### config.mk
export PLATFORM = sky130hd
export DESIGN_NAME = pwm_multi
export DESIGN_NICKNAME = d
export VERILOG_FILES = /design/src/rtl/pwm_pkg.sv /design/src/rtl/pwm_timebase.sv /design/src/rtl/pwm_multi.sv
export SDC_FILE = /design/constraint.sdc
export NUM_CORES = 1
export LEC_CHECK = 0
export CORE_ASPECT_RATIO = 0.75
export CORE_UTILIZATION = 51
export CTS_CLUSTER_DIAMETER = 60
export DETAILED_ROUTE_END_ITERATION = 8
export PLACE_DENSITY = 0.67
export SYNTH_ARGS = -nofsm -noshare
export SYNTH_HDL_FRONTEND = slang
export SYNTH_SLANG_ARGS = --single-unit
### constraint.sdc
create_clock -name clk -period 4.4 [get_ports clk]
set_input_delay 0.88 -clock clk [delete_from_list [all_inputs] [get_ports clk]]
set_output_delay 0.88 -clock clk [all_outputs]
set_load 0.005 [all_outputs]
### src/rtl/pwm_pkg.sv
// Shared encodings for the multi-channel PWM block.
package pwm_pkg;
  localparam logic PWM_EDGE   = 1'b0;
  localparam logic PWM_CENTER = 1'b1;

  typedef enum logic {
    DIR_UP   = 1'b0,
    DIR_DOWN = 1'b1
  } dir_e;
endpackage

### src/rtl/pwm_timebase.sv
// Shared prescaler and up/down period counter; flags period boundaries and
// marks the first output cycle of each period.
module pwm_timebase
  import pwm_pkg::*;
#(
  parameter int WIDTH      = 8,
  parameter int PRESCALE_W = 8
) (
  input  logic                  clk,
  input  logic                  reset,
  input  logic                  enable,
  input  logic [WIDTH-1:0]      period,
  input  logic [PRESCALE_W-1:0] prescale,
  input  logic                  center,
  output logic [WIDTH-1:0]      count,
  output logic                  load,
  output logic                  period_start
);

  logic [PRESCALE_W-1:0] pcnt;
  logic [WIDTH-1:0]      p_lat;
  logic [WIDTH-1:0]      top;
  logic                  mode_lat;
  logic                  en_prev;
  logic                  start_d;
  logic                  tick;
  logic                  at_bnd;
  dir_e                  dir;

  always_comb begin
    // >= keeps the divider from running the long way round if D shrinks mid-count
    tick = (pcnt >= prescale);
    // center mode treats P = 0 as P = 1, so the turn-around point is 0
    top  = (p_lat == '0) ? '0 : p_lat - WIDTH'(1);
    if (mode_lat == PWM_EDGE) at_bnd = (count == p_lat);
    else                      at_bnd = (dir == DIR_DOWN) && (count == '0);
    load = !enable || (tick && at_bnd);
  end

  always_ff @(posedge clk or posedge reset) begin
    if (reset) begin
      pcnt         <= '0;
      count        <= '0;
      dir          <= DIR_UP;
      p_lat        <= '0;
      mode_lat     <= PWM_EDGE;
      en_prev      <= 1'b0;
      start_d      <= 1'b0;
      period_start <= 1'b0;
    end else if (!enable) begin
      pcnt         <= '0;
      count        <= '0;
      dir          <= DIR_UP;
      p_lat        <= period;
      mode_lat     <= center;
      en_prev      <= 1'b0;
      start_d      <= 1'b0;
      period_start <= 1'b0;
    end else begin
      en_prev      <= 1'b1;
      // the output register lags count by one clk, hence the extra stage
      start_d      <= tick && at_bnd;
      period_start <= start_d || !en_prev;
      pcnt         <= tick ? '0 : pcnt + 1'b1;
      if (tick) begin
        if (at_bnd) begin
          count    <= '0;
          dir      <= DIR_UP;
          p_lat    <= period;
          mode_lat <= center;
        end else if (mode_lat == PWM_EDGE) begin
          count <= count + 1'b1;
        end else if (dir == DIR_UP) begin
          if (count == top) dir <= DIR_DOWN;
          else              count <= count + 1'b1;
        end else begin
          count <= count - 1'b1;
        end
      end
    end
  end

endmodule

### src/rtl/pwm_multi.sv
// Multi-channel PWM: one shared timebase, per-channel double-buffered levels,
// comparators and optional output inversion.
module pwm_multi
  import pwm_pkg::*;
#(
  parameter int                  WIDTH      = 8,
  parameter int                  CHANNELS   = 4,
  parameter int                  PRESCALE_W = 8,
  parameter logic [CHANNELS-1:0] INVERT     = {CHANNELS{1'b0}}
) (
  input  logic                                            clk,
  input  logic                                            reset,
  input  logic                                            enable,
  input  logic [WIDTH-1:0]                                period,
  input  logic [PRESCALE_W-1:0]                           prescale,
  input  logic                                            center,
  input  logic                                            level_wr,
  input  logic [(CHANNELS > 1 ? $clog2(CHANNELS) : 1)-1:0] level_sel,
  input  logic [WIDTH-1:0]                                level_data,
  output logic [CHANNELS-1:0]                             out,
  output logic                                            period_start
);

  localparam int SEL_W = (CHANNELS > 1) ? $clog2(CHANNELS) : 1;

  logic [WIDTH-1:0] count;
  logic             load;

  pwm_timebase #(
    .WIDTH      (WIDTH),
    .PRESCALE_W (PRESCALE_W)
  ) u_timebase (
    .clk          (clk),
    .reset        (reset),
    .enable       (enable),
    .period       (period),
    .prescale     (prescale),
    .center       (center),
    .count        (count),
    .load         (load),
    .period_start (period_start)
  );

  for (genvar i = 0; i < CHANNELS; i++) begin : g_ch
    logic [WIDTH-1:0] shadow;
    logic [WIDTH-1:0] active;
    logic             hit;
    logic             o_q;

    assign hit    = level_wr && (level_sel == SEL_W'(i));
    assign out[i] = o_q;

    always_ff @(posedge clk or posedge reset) begin
      if (reset) begin
        shadow <= '0;
        active <= '0;
        o_q    <= INVERT[i];
      end else begin
        if (hit) shadow <= level_data;
        // a write landing on the boundary tick goes straight to the active level
        if (load) active <= hit ? level_data : shadow;
        o_q <= enable ? ((count < active) ^ INVERT[i]) : INVERT[i];
      end
    end
  end

endmodule

== Yosys cells after proc, flatten, opt, wreduce, memory -nomap -nowiden ==
Cells that the tools add are included.

* Input port bits: 31
* Bits in registers: 97
* Output and inout bits: 5

* Add/sub/neg operators: 4
* $lt $le $gt $ge: 5
* Equality and inequality tests: 9
* Muxes and demuxes: 33
* Reduce and logical (&&, ||, !) cells: 16

{| class="wikitable"
|+ Operators by type and width
! cell !! count
|-
| 8-bit 2-to-1 mux || 16
|-
| 8-bit < comparator || 4
|-
| 1-bit 2-to-1 mux || 17
|-
| 8-bit by 1-bit adder with 8-bit output (second input constant) || 2
|-
| 8-bit == test || 2
|-
| 8-bit zero test || 2
|-
| 8-bit by 1-bit subtractor with 8-bit output (second input constant) || 2
|-
| 8-bit >= comparator || 1
|-
| 1-bit logical AND || 6
|-
| 2-bit AND reduction || 3
|-
| 5-bit != test (second input constant) || 1
|-
| 2-bit == test (second input constant) || 2
|-
| 2-bit by 1-bit != test with 1-bit output (second input constant) || 2
|-
| 3-bit by 1-bit != test with 1-bit output (second input constant) || 1
|-
| 2-bit by 1-bit == test with 1-bit output (second input constant) || 1
|-
| 1-bit zero test || 2
|-
| 2-bit zero test || 1
|-
| 1-bit logical OR || 2
|}

== Logic depth before layout (Yosys ltp) ==
Gate-level depths: netlist of the first run.

* Depth after elaboration: 9
* Gate-level depth with buffers: 11
* Mapped depth without buffers: 9

== Cells and area by module ==
A second synthesis of the first run with hierarchy kept.

* Cell total of the unflattened synthesis: 462
* Area total of the unflattened synthesis: 5,338.9 um^2

{| class="wikitable"
|+ Modules (own cells, without submodules)
! module !! area an instance (um^2) !! instances !! seq. area each (um^2) !! cells each
|-
| pwm_multi || 3,225.6 || 1 || 1,701.6 || 233
|-
| pwm_timebase || 2,113.3 || 1 || 725.7 || 229
|}

== Worst setup path after synthesis of the first run ==
No wires, ideal clock.

* Path type: input -> register
* From: input prescale[0]
* To: register u_timebase.p_lat[5]
* Stages: 8
* Setup time: 0.125 ns
* Buffers on the path: 1
* Arrival: 2.606 ns
* Setup slack: 1.669 ns
* Cell sequence: ha_1 -> nand2b_1 -> a21o_1 -> a211o_1 -> a21oi_1 -> o21ai_1 -> buf_2 -> mux2_2

* Longest elaborated chain between the ends: 3

{| class="wikitable"
|+ Ends and longest elaborated chain
! what !! line !! text
|-
| start: declaration || pwm_multi.sv:15 || <nowiki>input logic [PRESCALE_W-1:0] prescale,</nowiki>
|-
| 8-bit >= comparator || pwm_timebase.sv:32 || <nowiki>tick = (pcnt >= prescale);</nowiki>
|-
| 2-bit by 1-bit != test with 1-bit output (no line) || n/a ||
|-
| 2-bit AND reduction (no line) || n/a ||
|-
| end signal: assignment || pwm_timebase.sv:54 || <nowiki>p_lat <= period;</nowiki>
|-
| end signal: assignment || pwm_timebase.sv:69 || <nowiki>p_lat <= period;</nowiki>
|-
| end: declaration || pwm_timebase.sv:21 || <nowiki>logic [WIDTH-1:0] p_lat;</nowiki>
|}

No other way between the ends.
A chain may end at the register's enable or synchronous reset.

== Final worst setup path of the first run ==
* From: register u_timebase.count[1]
* To: register u_timebase.count[5]

* Longest elaborated chain between the ends: 7
* Elaborated cells on any way between the ends: 15
* Those cells by class: add/sub (2); eq/ne (3); mux (7); reduce/logical (3)

{| class="wikitable"
|+ Ends and longest elaborated chain
! what !! line !! text
|-
| start: declaration || pwm_timebase.sv:15 || <nowiki>output logic [WIDTH-1:0] count,</nowiki>
|-
| start signal: assignment || pwm_timebase.sv:72 || <nowiki>count <= count + 1'b1;</nowiki>
|-
| start signal: assignment || pwm_timebase.sv:75 || <nowiki>else count <= count + 1'b1;</nowiki>
|-
| start signal: assignment || pwm_timebase.sv:77 || <nowiki>count <= count - 1'b1;</nowiki>
|-
| 8-bit by 1-bit adder with 8-bit output || pwm_timebase.sv:72, pwm_timebase.sv:75 ||
|-
| 8-bit 2-to-1 mux || pwm_timebase.sv:74 || <nowiki>if (count == top) dir <= DIR_DOWN;</nowiki>
|-
| 8-bit 2-to-1 mux || pwm_timebase.sv:73 || <nowiki>end else if (dir == DIR_UP) begin</nowiki>
|-
| 8-bit 2-to-1 mux || pwm_timebase.sv:71 || <nowiki>end else if (mode_lat == PWM_EDGE) begin</nowiki>
|-
| 8-bit 2-to-1 mux || pwm_timebase.sv:66 || <nowiki>if (at_bnd) begin</nowiki>
|-
| 8-bit 2-to-1 mux || pwm_timebase.sv:65 || <nowiki>if (tick) begin</nowiki>
|-
| 8-bit 2-to-1 mux || pwm_timebase.sv:50 || <nowiki>end else if (!enable) begin</nowiki>
|}

Several ways; a longest one is shown, not always the timed one. The select of a mux whose other input is x is not followed.

==> results of run 1 <==
-- cells in the final DEF, fill, tap and decap left out, types with 3 or more instances in the layout --
cell	n
or4_1	10
xnor2_1	5
nor2_1	17
a21oi_1	10
nand3_1	13
nor4_1	8
inv_1	48
mux2_2	71
nor3_1	7
nand2b_1	9
clkbuf_16	9
nand2_1	12
dfrtp_1	97
and3_1	4
ha_1	40
o21ai_0	9
xor2_1	15
o211ai_1	7
o311ai_0	4
and2_1	3
a21o_1	13
clkdlybuf4s50_1	35
-- routing by layer --
metal	part of all wire (%)	up-vias	global-route usage (%)
met5	0	-	0
met4	1.1	0	4.63
met3	3.7	10	6.82
met2	45	57	32.4
met1	51	1712	31.0
li1	-	1723	-
-- sequential cells by signal, indices dropped and copies added, names as in the netlist --
register and count:
u_timebase.en_prev 1, u_timebase.p_lat 8, u_timebase.start_d 1, g_ch.shadow 32
u_timebase.count 8, g_ch.active 32, u_timebase.dir 1, u_timebase.period_start 1
u_timebase.pcnt 8, u_timebase.mode_lat 1, g_ch.o_q 4
-- worst reg2reg max path: stages, from the launching register on --
cell and delay [ps]:
dfrtp_1 640, inv_1 180, ha_1 230, nand4b_1 150, nor4_1 80, a31oi_1 500
and2_1 440, nand2_1 250, or4_1 530, nand3_1 90
-- layout make-up --
type / count / share of cell area, %
Clock buffer: 10 / 3.91
Clock inverter: 6 / 1.08
Inverter: 49 / 3.05
Multi-Input combinational cell: 305 / 43.2
Sequential cell: 97 / 39.7
Tap cell: 136 / 2.78
Timing Repair Buffer: 38 / 6.30
-- cell families after synthesis --
family / after synthesis / synth area share [%]
xor+xnor: 20 / 3.26
simple gates: 107 / 12.4
buf+inv: 73 / 5.87
mux: 72 / 15.1
compound gates: 66 / 8.85
flops: 97 / 45.2
fa+ha+maj: 40 / 9.32
-- per-stage QoR --
step	setup WS [ps]	hold WS [ps]	total power [mW]
2_1_floorplan	986	395	1.58
3_3_place_gp	1060	422	1.72
3_5_place_dp	1010	419	1.75
4_1_cts	1290	429	2.56
5_1_grt	1060	445	2.70
6_report	1240	422	2.54
-- worst paths after layout --
kind	startpoint	end	slack [ps]	cells after the start
max	u_timebase.count[1]$_DFFE_PP0P_	u_timebase.count[5]$_DFFE_PP0P_	1240	9
min	u_timebase.en_prev$_DFF_PP0_	u_timebase.period_start$_DFF_PP0_	420	1
max reg2reg	u_timebase.count[1]$_DFFE_PP0P_	u_timebase.count[5]$_DFFE_PP0P_	1240	9
min reg2reg	u_timebase.en_prev$_DFF_PP0_	u_timebase.period_start$_DFF_PP0_	420	1
max in group asynchronous	reset	u_timebase.mode_lat$_DFFE_PP0P_	2900	3
min in group asynchronous	reset	g_ch[3].shadow[1]$_DFF_PP0_	810	2
-- power by group --
part	internal, mW	switching, mW
Sequential	1.04	0.121
Combinational	0.311	0.258
Clock	0.458	0.342
==> results_dict.tcl, run 1 <==
set metrics [dict create \
    synth.area.top_cells "dfrtp_1 (45%), mux2_2 (15%), ha_1 (9.3%), inv_1 (3.4%), xor2_1 (2.4%)" \
    worstPathMaxFanout 10 \
    clock-sinks 97 \
    fillCellCount 896 \
    synth_fp_nets 546 \
    cellLeakagePower_nw 2.88 \
    postSynth.asyncResetShare_pct 100 \
    gp_congestion 0.816 \
    dp_cells 625 \
    clockBufferDepth 2 \
    grt_pass1_vias 3678 \
    hpwl_um 7450 \
    finish.utilization_pct 59.7 \
    yosys_warnings 0 \
    cts_tree "done" \
    avgSynthCellArea_um2 11.3 \
    critPathCaptureType "register" \
    nNetsFinal 571 \
    postCtsSetupBuffers 0 \
    wl_per_cell_um 16.5 \
    path_buf_inv 1 \
    multiInputGateArea_mm2 0.00264 \
    tns_ps 0 \
    yosys_most_used_dff "dfrtp_1" \
    grt_first_pass_wirelength_um 18300 \
    drt_pass1_iterations 4 \
    yosys-top-cells-count "dfrtp_1 (97), mux2_2 (71), inv_1 (49), ha_1 (40), nor2_1 (17)" \
    fp-row-count 32 \
    hold_viol_final 0 \
    fin_crit_ps 3160 \
    grt-ovfl-total 0 \
    post_dp_cell_area_mm2 0.00581 \
    drt_iter0_drc 179 \
    stdcell_area_mm2 0.00611 \
    cts_resized 0 \
    slowest_delay_ps 640 \
    finalClockSkew_ps 5.28 \
    rsz0062_at_grt "no" \
    ctsRootBufferMaster "clkbuf_16" \
    regArea_mm2 0.00243 \
    synth_top_area_share_pct 45.2 \
    drc_errors 0 \
    insertion_delay_ps 350 \
    dieArea_mm2 0.0110 \
    required_ps 4690 \
    cts_buffers 9 \
    crit_slowest_cell "dfrtp_1" \
    tightest_slew_ps 762 \
    yosys.area.top_type "dfrtp_1" \
    antenna_found_initial 0 \
    die_w_um 121 \
    core_area_mm2 0.0102 \
    finalWirelength_um 10600 \
    power_density_mw_per_mm2 415 \
    initial_core_util_pct 52.4 \
    crit_path_cell_trace "inv_1 > ha_1 > nand4b_1 > nor4_1 > a31oi_1 > and2_1 > nand2_1 > or4_1 > nand3_1" \
    fin_crit_sh_pct 71.8 \
    criticalPathCategory "register to register" \
    setup_viol 0 \
    yosysMostFrequentCell "dfrtp_1" \
    ctsHoldBuffers 0 \
    ir_drop_v 0.000224 \
    ys_seq_elements 97 \
    critPathLaunchType "register" \
    viasPerCell 5.46 \
    slew_headroom_pct 48.8 \
    grt_max_degree 82 \
    timing.fmax_mhz 317 \
    dieHeight_um 90.9 \
    syn_inst 475 \
    cts.htree.levels 3 \
    drive_above_1_share_pct 21.8 \
    ant_nets 0 \
    synth.cell_area_mm2 0.00537 \
    arrival_ps 3440 \
    crit_family "simple AND/OR/NAND/NOR gates" \
    track_usage_pct 21.7 \
    synth_edf_count 0 \
    status "finished, final reports clean" \
    hp-class "register to register" \
    ios 36 \
    io_buffers 35 \
    area_growth_pct 13.8 \
    n_antenna_cell 0 \
    cts.clk_slew.worst_paths_ps 70 \
    routed-via-count 3502 \
    instances_no_fill 641 \
    finalMaxSlewViolations 0 \
    ys_seq_area_share_pct 45.2 \
    synth_cell_types 62 \
    drv_cap 0 \
]
Note: power is estimated with default switching activity, not from simulation.
==> run 2, diff against run 1 <==
clock period = 3.25 ns   (was 4.4 ns; I/O delays follow)
==> run 2 against run 1 <==
First-iteration DRC count decreased by 9.5%. Worst hold slack improved by 1.5 ps. Sequential power increased by 34%. Critical path type unchanged. Highest routed layer unchanged. Sequential cell count unchanged. Critical endpoint is now u_timebase.count[6]$_DFFE_PP0P_.
==> results_dict.tcl, run 2 (synthesis results as in run 1) <==
set metrics [dict create \
    status "finished, final reports clean" \
    p_int_mw 2.66 \
    hp-class "register to register" \
    cts_buffers 9 \
    ios 36 \
    drive_above_1_share_pct 22.5 \
    r2r_cells 10 \
    required_ps 3520 \
    grt_first_pass_wirelength_um 18200 \
    drt_iter0_drc 162 \
    power_density_mw_per_mm2 582 \
    rr_startpoint "u_timebase.p_lat[0]$_DFFE_PP0P_" \
    drt_pass1_iterations 4 \
    clkPwrFrac_pct 34.8 \
    fp-row-count 32 \
    track_usage_pct 21.5 \
    antenna_found_initial 0 \
    slew_headroom_pct 59.5 \
    initial_core_util_pct 52.4 \
    n_antenna_cell 0 \
    cts.htree.levels 3 \
    worstHoldPathCells 1 \
    fin_crit_ps 2860 \
    routed-via-count 3568 \
    p_sw_share_pct 26.6 \
    viasPerCell 5.52 \
    crit_slowest_cell "or4_1" \
    drv_cap 0 \
    postCtsSetupBuffers 0 \
    arrival_ps 3130 \
    nNetsFinal 576 \
    path_buf_inv 2 \
    drc_errors 0 \
    io_buffers 35 \
    post_dp_cell_area_mm2 0.00586 \
    critPathCaptureType "register" \
    cts.clk_slew.worst_paths_ps 70 \
    setup_viol 0 \
    slowest_delay_ps 510 \
    fin_crit_sh_pct 88.0 \
    critPathLaunchType "register" \
    criticalPathCategory "register to register" \
    hold_path_end "u_timebase.period_start$_DFF_PP0_" \
    rrSetupSlack_ps 390 \
    worst_r2r_endpoint "u_timebase.count[6]$_DFFE_PP0P_" \
    final_common_cell "dfrtp_1" \
    ir_drop_v 0.000538 \
    finalWirelength_um 10600 \
    grt_pass1_vias 3597 \
    dieHeight_um 90.9 \
    crit_family "simple AND/OR/NAND/NOR gates" \
    ant_nets 0 \
    highest_layer "met4" \
    reg_top3 "g_ch.active (32), g_ch.shadow (32)" \
    p_comb_share_pct 21.8 \
    rsz0062_at_grt "no" \
    insertion_delay_ps 340 \
    stdcell_area_mm2 0.00622 \
    worstPathMaxFanout 15 \
    finalMaxSlewViolations 0 \
    drt-met1-wl_um 5490 \
    seqPwrFrac_pct 43.4 \
    hpwl_um 7650 \
    ctsHoldBuffers 0 \
    min_from "u_timebase.en_prev$_DFF_PP0_" \
    hold_viol_final 0 \
    mostFrequentLayoutCells "dfrtp_1 (97), mux2_2 (71), inv_1 (48)" \
    cp_num_cells 10 \
    grt-ovfl-total 0 \
    wl_met3_um 306 \
    gp_congestion 0.819 \
    wl_per_cell_um 16.4 \
    wl_met2_um 4720 \
    cts_tree "done" \
    ctsRootBufferMaster "clkbuf_16" \
    clock-sinks 97 \
    cellLeakagePower_nw 2.93 \
    tightest_slew_ps 605 \
    finalClockSkew_ps 7.25 \
    timing.fmax_mhz 350 \
    area_growth_pct 15.9 \
    clockBufferDepth 2 \
    die_w_um 121 \
    cts_resized 0 \
    dieArea_mm2 0.0110 \
    grt_max_degree 51 \
    core_area_mm2 0.0102 \
    crit_path_cell_trace "inv_1 > ha_1 > nor3b_2 > xor2_1 > o22ai_1 > o31ai_4 > nor4_4 > buf_4 > or4_1 > nand3_1" \
    p_switching_uw 963 \
    tns_ps 0 \
]
==> run 2: changes by cell type in the layout (fill, tap and decap cells not counted) <==
cell / before / now
bufinv_16: 1 / 3
buf_4: 2 / 6
clkbuf_8: 1 / 3
buf_12: 1 / 2
clkinv_2: 2 / 0
clkinv_4: 2 / 0
inv_6: 1 / 0
clkinvlp_4: 0 / 1
==> run 2: power by group through the flow <==
stage / registers, mW / clock network, mW / logic [mW]
finish: 1.57 / 1.26 / 0.791
global route: 1.60 / 1.34 / 0.891
CTS: 1.57 / 1.29 / 0.802
detailed placement: 1.60 / 0 / 0.792
global placement: 1.59 / 0 / 0.758
floorplan: 1.52 / 0 / 0.624
==> run 2: through the flow <==
stage / instances / setup WS (ps) / power, mW / util (%) / hold WS [ps]
floorplan: 475 / 66.3 / 2.15 / - / 395
global placement: 630 / 271 / 2.35 / 57.2 / 421
detailed placement: 630 / 209 / 2.39 / 57.2 / 424
CTS: 646 / 440 / 3.67 / 60.7 / 430
global route: 646 / 297 / 3.84 / 60.7 / 466
finish: 646 / 391 / 3.62 / 60.7 / 424
==> run 2: cell type report <==
class | instances | area, µm²
Clock inverter | 4 | 97.6
Timing Repair Buffer | 43 | 435
Inverter | 49 | 186
Fill cell | 861 | 4030
Sequential cell | 97 | 2430
Multi-Input combinational cell | 305 | 2640
Tap cell | 136 | 170
Clock buffer | 12 | 267
==> run 2: how the worst max path moves through the flow <==
stage	from	to	slack (ps)
after floorplan	reset	g_ch[0].active[0]$_DFFE_PP0P_	70
after global routing	u_timebase.p_lat[0]$_DFFE_PP0P_	u_timebase.count[6]$_DFFE_PP0P_	300
after CTS	u_timebase.p_lat[0]$_DFFE_PP0P_	u_timebase.count[7]$_DFFE_PP0P_	440
after detailed placement	prescale[0]	g_ch[2].active[5]$_DFFE_PP0P_	210
final	u_timebase.p_lat[0]$_DFFE_PP0P_	u_timebase.count[6]$_DFFE_PP0P_	390
after global placement	prescale[0]	g_ch[1].active[5]$_DFFE_PP0P_	270
==> run 2: per-layer routing <==
metal,global-route usage [%],vias up
met3,4.80,7
met1,31.7,1779
met5,0,-
met2,31.8,43
met4,5.45,0
li1,-,1739
==> run 2: worst reg2reg max path, cell delays in order (launching register included) <==
cell	delay, ps
dfrtp_1	490
inv_1	120
ha_1	310
nor3b_2	310
xor2_1	230
o22ai_1	150
o31ai_4	310
nor4_4	80
buf_4	190
or4_1	520
nand3_1	100
==> run 3, diff against run 2 <==
--- a/config.mk
+++ b/config.mk
@@ -8,6 +8,6 @@
 export CORE_ASPECT_RATIO = 0.75
-export CORE_UTILIZATION = 51
+export CORE_UTILIZATION = 45
 export CTS_CLUSTER_DIAMETER = 60
 export DETAILED_ROUTE_END_ITERATION = 8
-export PLACE_DENSITY = 0.67
+export PLACE_DENSITY = 0.61
 export SYNTH_ARGS = -nofsm -noshare
==> constraint.sdc (replaced) <==
create_clock -name clk -period 3.25 [get_ports clk]
set_input_delay 0.4875 -clock clk [delete_from_list [all_inputs] [get_ports clk]]
set_output_delay 0.4875 -clock clk [all_outputs]
set_load 0.005 [all_outputs]
==> run 3 against run 2 <==
Final area fell by 0.92%. Worst hold slack got worse by 0.70 ps. Sequential share of layout area rose by 0.36 points. Clock skew fell by 1.2 ps. Setup slack improved by 3.5 ps. Count of clock-buffer cells in the layout fell by 3. Global-route usage fell by 2.8 points. Maximum frequency rose by 0.12%. Largest cell class unchanged.
==> results_dict.tcl, run 3 (synthesis results as in run 1) <==
set metrics [dict create \
    status "finished, final reports clean" \
    seqPwrFrac_pct 46.5 \
    dieHeight_um 96.6 \
    ir_drop_v 0.000293 \
    nNetsFinal 576 \
    antenna_found_initial 0 \
    min_from "u_timebase.en_prev$_DFF_PP0_" \
    die_w_um 128 \
    met1_usage_pct 26.7 \
    finalMaxSlewViolations 0 \
    slew_headroom_pct 59.0 \
    hpwl_um 7550 \
    cts_tree "done" \
    rr_startpoint "u_timebase.p_lat[0]$_DFFE_PP0P_" \
    drive_above_1_share_pct 22.5 \
    core_area_mm2 0.0116 \
    hold_path_end "u_timebase.period_start$_DFF_PP0_" \
    post_dp_cell_area_mm2 0.00588 \
    fp-row-count 34 \
    n_antenna_cell 0 \
    fin_crit_sh_pct 87.9 \
    reg_top3 "g_ch.active (32), g_ch.shadow (32)" \
    rsz0062_at_grt "no" \
    finalWirelength_um 10500 \
    clock-sinks 97 \
    hold_viol_final 0 \
    critPathLaunchType "register" \
    timing.fmax_mhz 350 \
    top_usage_layer "met2" \
    clockBufferDepth 2 \
    postCtsSetupBuffers 0 \
    p_comb_share_pct 23.2 \
    grt_util_met3_pct 4.42 \
    dieArea_mm2 0.0124 \
    power_density_mw_per_mm2 547 \
    p_sw_share_pct 29.6 \
    tightest_slew_ps 615 \
    track_usage_pct 18.7 \
    drt_pass1_iterations 4 \
    ios 36 \
    whs_ps 423 \
    initial_core_util_pct 46.3 \
    grt-ovfl-total 0 \
    fin_crit_ps 2860 \
    p_int_mw 2.38 \
    area_growth_pct 14.8 \
    arrival_ps 3140 \
    critPathCaptureType "register" \
    stdcell_area_mm2 0.00617 \
    io_buffers 35 \
    setup_viol 0 \
    criticalPathCategory "register to register" \
    wl_per_cell_um 15.6 \
    rrSetupSlack_ps 390 \
    insertion_delay_ps 350 \
    drv_cap 0 \
    ctsHoldBuffers 0 \
    drt_iter0_drc 165 \
    met2_usage_pct 27.9 \
    r2r_cells 10 \
    cts_buffers 9 \
    final_common_cell "dfrtp_1" \
    tns_ps 0 \
    ant_nets 0 \
    fillCellCount 1032 \
    grt_max_degree 51 \
    p_switching_uw 998 \
    cts_resized 0 \
    critPathLaunch "u_timebase.p_lat[0]$_DFFE_PP0P_" \
    required_ps 3530 \
    mostFrequentLayoutCells "dfrtp_1 (97), mux2_2 (71), inv_1 (48)" \
    worstPathMaxFanout 15 \
    drc_errors 0 \
    cellLeakagePower_nw 2.89 \
    hp-class "register to register" \
    gp_congestion 0.770 \
    finalClockSkew_ps 6.02 \
    grt_pass1_vias 3607 \
    viasPerCell 5.19 \
    worstHoldPathCells 1 \
    cts.htree.levels 3 \
    grt_first_pass_wirelength_um 17900 \
    cts.clk_slew.worst_paths_ps 70 \
    worst_r2r_endpoint "u_timebase.count[7]$_DFFE_PP0P_" \
    clkPwrFrac_pct 30.3 \
    routed-via-count 3485 \
    ctsRootBufferMaster "clkbuf_16" \
]
run 3: cell types whose count changed in the layout (fill, tap and decap cells not counted):
cell	before	now
buf_12	2	1
inv_6	0	2
bufinv_16	3	0
clkbuf_8	3	0
inv_8	0	1
buf_4	6	7
clkinv_4	0	3
inv_4	1	0
clkinv_2	0	1
run 3: through the flow:
stage	std cells	utilization, %	setup WS [ps]	power [mW]
2_1_floorplan	475	-	229	2.15
3_3_place_gp	656	50.6	393	2.34
3_5_place_dp	656	50.6	364	2.38
4_1_cts	672	53.1	385	3.42
5_1_grt	672	53.1	177	3.58
6_report	672	53.1	395	3.37
run 3: worst max-delay path by stage:
stage | end | slack, ps | depth (start not counted)
floorplan | g_ch[0].active[0]$_DFFE_PP0P_ | 230 | 1
global placement | g_ch[1].active[1]$_DFFE_PP0P_ | 390 | 9
detailed placement | g_ch[0].active[1]$_DFFE_PP0P_ | 360 | 9
CTS | u_timebase.count[7]$_DFFE_PP0P_ | 380 | 10
global route | u_timebase.count[5]$_DFFE_PP0P_ | 180 | 10
finish | u_timebase.count[7]$_DFFE_PP0P_ | 390 | 10
run 3: final cells by class:
| cell class | count | area, µm² | area share (%) |
|---|---|---|---|
| Clock buffer | 9 | 225 | 3.65 |
| Clock inverter | 7 | 62.6 | 1.01 |
| Timing Repair Buffer | 43 | 423 | 6.86 |
| Sequential cell | 97 | 2430 | 39.4 |
| Multi-Input combinational cell | 305 | 2640 | 42.8 |
| Inverter | 49 | 185 | 3.00 |
| Tap cell | 162 | 203 | 3.29 |
run 3: power groups by stage:
stage               Combinational (mW)  Sequential, mW  Clock (mW)
finish                           0.781            1.57        1.02
global route                     0.889            1.60        1.10
CTS                              0.795            1.57        1.05
detailed placement               0.790            1.59           0
global placement                 0.761            1.58           0
floorplan                        0.624            1.52           0
run 3: worst max-delay path, stage by stage (launching register included):
cell     delay (ps)
dfrtp_1         460
inv_1           100
ha_1            310
nor3b_2         300
xor2_1          210
o22ai_1         150
o31ai_4         360
nor4_4           80
buf_4           190
or4_1           510
nand3_1         100
run 3: metal layers:
metal / vias up / wire length, µm
li1: 1733 / -
met1: 1691 / 5410
met2: 47 / 4590
met3: 14 / 347
met4: 0 / 142
met5: - / 0
